<file path="src/rtl/ipbb_rst_seq_gen.sv">
// Reset sequencer: holds a downstream reset for a minimum width, then handshakes assert/deassert via rst_ack.
// Optional ack-wait timeout enabled by defining IPBB_RST_SEQ_TIMEOUT_EN.
module ipbb_rst_seq_gen #(
  parameter int RST_HOLD_CYC    = 16,
  parameter int ACK_TIMEOUT_CYC = 1024
) (
  input  logic clk,
  input  logic syn_rst,
  input  logic rst_req,
  input  logic rst_ack,
  output logic rst_out,
  output logic rst_busy,
  output logic rst_done,
  output logic timeout_err
);

  typedef enum logic [2:0] {
    IDLE       = 3'd0,
    HOLD       = 3'd1,
    WAIT_ACK   = 3'd2,
    RELEASE    = 3'd3,
    WAIT_DEACK = 3'd4,
    DONE       = 3'd5
  } state_t;

  localparam logic [15:0] HOLD_LAST = 16'(RST_HOLD_CYC - 1);

  if (RST_HOLD_CYC < 1 || RST_HOLD_CYC > 65535 ||
      ACK_TIMEOUT_CYC < 1 || ACK_TIMEOUT_CYC > 65535) begin : g_bad_param
    $error("ipbb_rst_seq_gen: parameter out of range 1..65535");
  end

`ifdef IPBB_RST_SEQ_TIMEOUT_EN
  localparam logic [15:0] TO_LAST = 16'(ACK_TIMEOUT_CYC - 1);
`else
  assign timeout_err = 1'b0;
`endif

  state_t      state_r;
  logic [15:0] cnt_r;

  // Sequencer state, hold/timeout counter and all registered outputs
  always_ff @(posedge clk) begin
    if (syn_rst) begin
      state_r     <= IDLE;
      cnt_r       <= 16'd0;
      rst_out     <= 1'b1;
      rst_busy    <= 1'b0;
      rst_done    <= 1'b0;
`ifdef IPBB_RST_SEQ_TIMEOUT_EN
      timeout_err <= 1'b0;
`endif
    end else begin
      rst_done <= 1'b0;
      case (state_r)
        IDLE: begin
          if (rst_req) begin
            state_r  <= HOLD;
            cnt_r    <= 16'd0;
            rst_out  <= 1'b1;
            rst_busy <= 1'b1;
          end else begin
            rst_out  <= 1'b0;
            rst_busy <= 1'b0;
          end
        end

        HOLD: begin
          rst_out  <= 1'b1;
          rst_busy <= 1'b1;
          if (cnt_r == HOLD_LAST) begin
            state_r <= WAIT_ACK;
            cnt_r   <= 16'd0;
          end else begin
            cnt_r <= cnt_r + 16'd1;
          end
        end

        WAIT_ACK: begin
          rst_busy <= 1'b1;
          if (rst_ack) begin
            state_r <= RELEASE;
            cnt_r   <= 16'd0;
            rst_out <= 1'b1;
          end
`ifdef IPBB_RST_SEQ_TIMEOUT_EN
          else if (cnt_r == TO_LAST) begin
            state_r     <= DONE;
            rst_out     <= 1'b0;
            rst_done    <= 1'b1;
            timeout_err <= 1'b1;
          end else begin
            cnt_r   <= cnt_r + 16'd1;
            rst_out <= 1'b1;
          end
`else
          else begin
            rst_out <= 1'b1;
          end
`endif
        end

        RELEASE: begin
          rst_busy <= 1'b1;
          if (rst_req) begin
            rst_out <= 1'b1;
          end else begin
            state_r <= WAIT_DEACK;
            cnt_r   <= 16'd0;
            rst_out <= 1'b0;
          end
        end

        WAIT_DEACK: begin
          rst_busy <= 1'b1;
          // A fresh request wins over completion and restarts the full hold
          if (rst_req) begin
            state_r <= HOLD;
            cnt_r   <= 16'd0;
            rst_out <= 1'b1;
          end else if (!rst_ack) begin
            state_r  <= DONE;
            rst_out  <= 1'b0;
            rst_done <= 1'b1;
          end
`ifdef IPBB_RST_SEQ_TIMEOUT_EN
          else if (cnt_r == TO_LAST) begin
            state_r     <= DONE;
            rst_out     <= 1'b0;
            rst_done    <= 1'b1;
            timeout_err <= 1'b1;
          end else begin
            cnt_r   <= cnt_r + 16'd1;
            rst_out <= 1'b0;
          end
`else
          else begin
            rst_out <= 1'b0;
          end
`endif
        end

        DONE: begin
          state_r  <= IDLE;
          cnt_r    <= 16'd0;
          rst_out  <= 1'b0;
          rst_busy <= 1'b0;
        end

        default: begin
          state_r  <= IDLE;
          cnt_r    <= 16'd0;
          rst_out  <= 1'b1;
          rst_busy <= 1'b0;
        end
      endcase
    end
  end

endmodule

</file>
<file path="config.mk">
export PLATFORM = sky130hd
export DESIGN_NAME = ipbb_rst_seq_gen
export DESIGN_NICKNAME = d
export VERILOG_FILES = /design/src/rtl/ipbb_rst_seq_gen.sv
export SDC_FILE = /design/constraint.sdc
export NUM_CORES = 1
export LEC_CHECK = 0
export ABC_CLOCK_PERIOD_IN_PS = 3720
export CELL_PAD_IN_SITES_DETAIL_PLACEMENT = 0
export CELL_PAD_IN_SITES_GLOBAL_PLACEMENT = 1
export CORE_ASPECT_RATIO = 0.8
export CORE_MARGIN = 2
export CORE_UTILIZATION = 46
export DETAILED_ROUTE_END_ITERATION = 8
export PLACE_DENSITY_LB_ADDON = 0.1
export SLEW_MARGIN = 20
export SYNTH_ARGS = -nofsm -noshare
export SYNTH_HDL_FRONTEND = slang
export SYNTH_SLANG_ARGS = --single-unit
</file>
<file path="constraint.sdc">
create_clock -name clk -period 3.72 [get_ports clk]
set_clock_uncertainty 0.2 [all_clocks]
set_input_delay 0.744 -clock clk [delete_from_list [all_inputs] [get_ports clk]]
set_output_delay 0.744 -clock clk [all_outputs]
set_load 0.02 [all_outputs]
</file>
* Yosys cells after proc, flatten, opt, wreduce, memory -nomap -nowiden *
Index checks and enable logic that the tools add are counted.

storage, ports and cells
  register bits after elaboration = 22
  input port bits = 4
  output and inout bits = 4
  logic and storage cells = 42

cells by class
  add/sub/neg operators = 1
  equality and inequality tests = 12
  mux-type cells = 16
  bitwise logic cells = 1
  reductions and logical operators = 7

operators with widths
  cell                     number
  $mux W16                 4
  $pmux W16 S4             1
  $mux W3                  6
  $add A16 B1 Y16 const B  1
  $eq A16 B4 Y1 const B    1
  $pmux W3 S5              1
  $ne A2 B2 Y1 const B     4
  $eq A3 B2 Y1 const B     2
  $eq A3 B3 Y1 const B     2
  $reduce_or A3 Y1         2
  $reduce_and A5 Y1        1
  $pmux W1 S2              2
  $reduce_or A4 Y1         1
  $eq A3 B1 Y1 const B     1
  $logic_not A3 Y1         1
  $ne A3 B3 Y1 const B     1
  $reduce_and A3 Y1        1
  $mux W1                  2
  $ne A2 B1 Y1 const B     1
  $reduce_or A2 Y1         1
  $not A1 Y1               1

* Longest topological paths before layout *
  word-level depth = 4
  depth in mapped cells = 7

* Least setup slack after synthesis *
No wires, ideal clock.

  kind = input -> register
  start = input rst_req
  end = register cnt_r[11]
  arrival time = 1,964 ps
  slack = 1,471 ps
  cell stages on the path = 5
  buffers on the path = 1
  cells stage by stage = nand2b_1 > a32o_2 > buf_6 > or4_1 > a211oi_1

on the way
  word-level cells in the longest chain between the ends = 2

RTL lines
  item                                                    line  text
  from (decl)                                             9     input logic rst_req,
  $ne A2 B1 Y1 (no line) or $ne A2 B2 Y1 (tied branches)  n/a
  $reduce_and A3 Y1 (no line) (*)                         n/a
  to (signal assigned)                                    75    cnt_r <= cnt_r + 16'd1;
  to (decl)                                               40    logic [15:0] cnt_r;

Every way passes the cells marked *; elsewhere a longest branch is shown, timed or not.
A chain may end at the register's enable or synchronous reset.

* Final worst setup path *
Same ends and word-level chain as after synthesis.

==> summary.md <==
| Metric | Value |
|---|---|
| Status | completed |
| Num ports | 8 |
| Die area | between 0.003 and 0.004 sq mm |
| Netlist Area Pre-Place | approximately 0.0013 sq mm |
| Share of cells above drive strength 1 | 0.05806 |
| Pwr/cell area | between 300 and 400 mW/mm^2 |
| Area contributors post-synth | dfxtp_1, nand3_1, a211oi_1 |
| Post-synth EDFFs | 0 |
| Area leader, netlist | dfxtp_1 |
| F_max | around 380 MHz |
| Fin Setup TNS | 0 ns |
| Global placement routability congestion | between 0.8 and 0.9 |
| Flop2flop setup slack | ~1.3 ns |
| Period utilisation layout | 0.7073 |
| Hold Path End | cnt_r[14] |
| Fillers | between 200 and 300 |
| Root Buffer | clkbuf_4 |
| Cells after synthesis | around 160 |
| Pre-antenna DRT Iters | 4 |
| Resized cells post-CTS | 0 |
| H-tree depth | 1 |
| Multi-input logic area | about 740 sq um |
| Hold Violations, Final | 0 |
| Cts hold-fix bufs | 0 |
| Actual slew at the worst max-slew pin | around 0.64 ns |
| PnR worst setup slack | ~1.1 ns |
| Post-synthesis async set-or-reset flop share | 0 |
| Vias in the first global route | ~1000 |
| Worst Path Arrival | between 2 and 3 ns |
| #FFs+latches synth | 22 |
| Residual DRC | 0 |
| Largest net degree at the start of global routing | 22 |
| Number of post-CTS setup repair buffers | 0 |
| Worst skew pair latency | ~0.30 ns |
| Initial antenna violation count | 0 |
| Sequential cell area | roughly 440 sq um |
| Dpl ws | around 0.79 ns |
| Most common cell in the netlist | dfxtp_1 |
| Register area share after synthesis | 0.3454 |
| DR vias | approximately 1200 |
| Final net count | approximately 160 |
| WL per Instance | about 15 microns |
| Die W | ~63 microns |
| Post-synth top cells | dfxtp_1, nand2_1, nand3_1, a21oi_1, nand4_1 |
| Syn Area/Cell | roughly 8.0 sq um |
| Post-detailed-route count of antenna-violating nets | 0 |
| Syn nets | between 150 and 200 |
| R2R Path Start | cnt_r[0] |
| Count of different cell masters after synthesis | slightly above 40 |
| Final setup violation count | 0 |
| Clock sink count | 22 |
| Tmin final | about 2.6 ns |
| RSZ-0062 raised after global routing | false |
| Synth Flop Type | dfxtp_1 |
| TritonCTS Buffers | 3 |
| Worst endpoint required time | ~3.7 ns |
| Initial DRC count | between 80 and 90 |
| Slew margin rel. | 0.5743 |
| Worst VDD drop | between 0.15 and 0.2 mV |
| Die height | between 50 and 60 microns |
| Fin util | 0.4924 |
| CTS Buffer Depth | 2 |
| Area delta synth->final | 4.318% |
| CP endpoint kind | flip-flop |
| Clock-pin slew on the worst setup and hold paths | 0.12 ns |
| DP HPWL | 2.050 mm |
| Worst hold start | cnt_r[14] |
| Worst-path fanout max | 21 |
| Routed wire length | just under 3 mm |
| Overall Power | around 410 uW |
| Maxcap violations | 0 |
| Static leakage | about 0.44 nW |
| GRT overflow | 0 |
| PortBufs | 6 |
| Core area | approximately 0.0027 sq mm |
| Overall routing resource usage | 0.1949 |
| Synth top area share | 0.3454 |
| Syn. warnings | 0 |
| Cell Rows | 17 |
| Fin. max-slew vios | 0 |
| Antenna cells | 0 |
| Hold Path Stages | 1 |
| R2R depth | 5 |
| First-pass GRT wire length | around 5 mm |
| Initial Util | 0.4720 |
| Setup CP Type | in -> reg |
| Worst setup SP type | input pin |
| Vias per cell | between 6 and 7 |
| Worst Hold Class | reg -> reg |
| FF-to-FF End | cnt_r[11] |
| TritonCTS clock tree | yes |
-- state kept, by name, summed over array words and instances (netlist names) --
signal,cells
cnt_r,16
rst_out,1
state_r,3
rst_done,1
rst_busy,1
-- worst max-delay path: stages --
cell	delay [ns]
clkdlybuf4s50_1	0.50
nand2b_1	0.22
a32o_2	0.40
or4_1	0.54
a211oi_1	0.24
-- cell usage in the layout (no fill, tap or decap), drive strengths merged, types with 2 or more instances in the layout --
master,Yosys,final
nand4,8,8
inv,4,4
o21ai,4,4
nand3,11,11
nor2,8,8
a31oi,5,5
mux2i,2,2
nand2,13,13
nor4,3,3
clkdlybuf4s50,0,6
clkbuf,6,3
and3,5,5
nor2b,4,4
a211oi,7,7
or2,2,2
or3,2,2
and4,5,5
a21oi,8,8
nand2b,3,3
dfxtp,22,22
nor3,4,4
o311ai,3,3
or4,5,5
o31ai,4,4
-- cell families (layout without fill, tap and decap cells) --
group / Yosys count / after routing / share of synthesized area
multiplexers: 2 / 2 / 0.01570
flip-flops: 22 / 22 / 0.3454
AND/OR/NAND/NOR: 77 / 77 / 0.3445
AO/OA/AOI/OAI: 37 / 37 / 0.1982
adder cells (fa/ha/maj): 1 / 1 / 0.009812
other: 1 / 1 / 0.002941
XOR/XNOR: 1 / 1 / 0.006871
buffers and inverters: 18 / 14 / 0.07653
-- worst max path at each step --
stage               startpoint  depth (start not counted)  slack [ns]   endpoint
detailed placement     rst_req                          5        0.79   cnt_r[9]
global placement       rst_req                          5        0.86  cnt_r[11]
floorplan              rst_req                          5        1.47  cnt_r[11]
finish                 rst_req                          5        1.09  cnt_r[11]
CTS                    rst_req                          5        1.12  cnt_r[11]
global route           rst_req                          5        0.91   cnt_r[7]
-- where the power goes --
| group | leakage [nW] | switching, mW | total (mW) | internal (mW) |
|---|---|---|---|---|
| Combinational | 0.250 | 0.0322 | 0.0517 | 0.0195 |
| Sequential | 0.178 | 0.00570 | 0.246 | 0.240 |
| Clock | 0.0138 | 0.0715 | 0.109 | 0.0378 |
| Total | 0.442 | 0.109 | 0.407 | 0.297 |
-- layer usage --
layer  vias to the layer above  routed length, microns  global-route usage  part of all wire
li1                        596                       -                   -                 -
met1                       552                    1484              0.2847              0.51
met2                        31                    1305              0.2943              0.45
met3                         2                     113             0.03965             0.039
met4                         0                      17             0.04444            0.0058
met5                         -                       0                   0                 0
-- cell type report --
class                      count  area share
clock buffer                   3     0.01693
multi-input combinational    119      0.5541
inverter                       4     0.01129
timing repair buffer           7     0.05080
tap                           38     0.03575
sequential                    22      0.3311
-- per-stage QoR --
step | std cells | cell area, sq um | hold WS [ns]
floorplan | 159 | 1275 | 0.2479
global placement | 190 | 1308 | 0.2811
detailed placement | 190 | 1308 | 0.2941
CTS | 193 | 1330 | 0.3247
global route | 193 | 1330 | 0.3615
finish | 193 | 1330 | 0.3214
No activity file was read; power rests on OpenSTA's default activity.
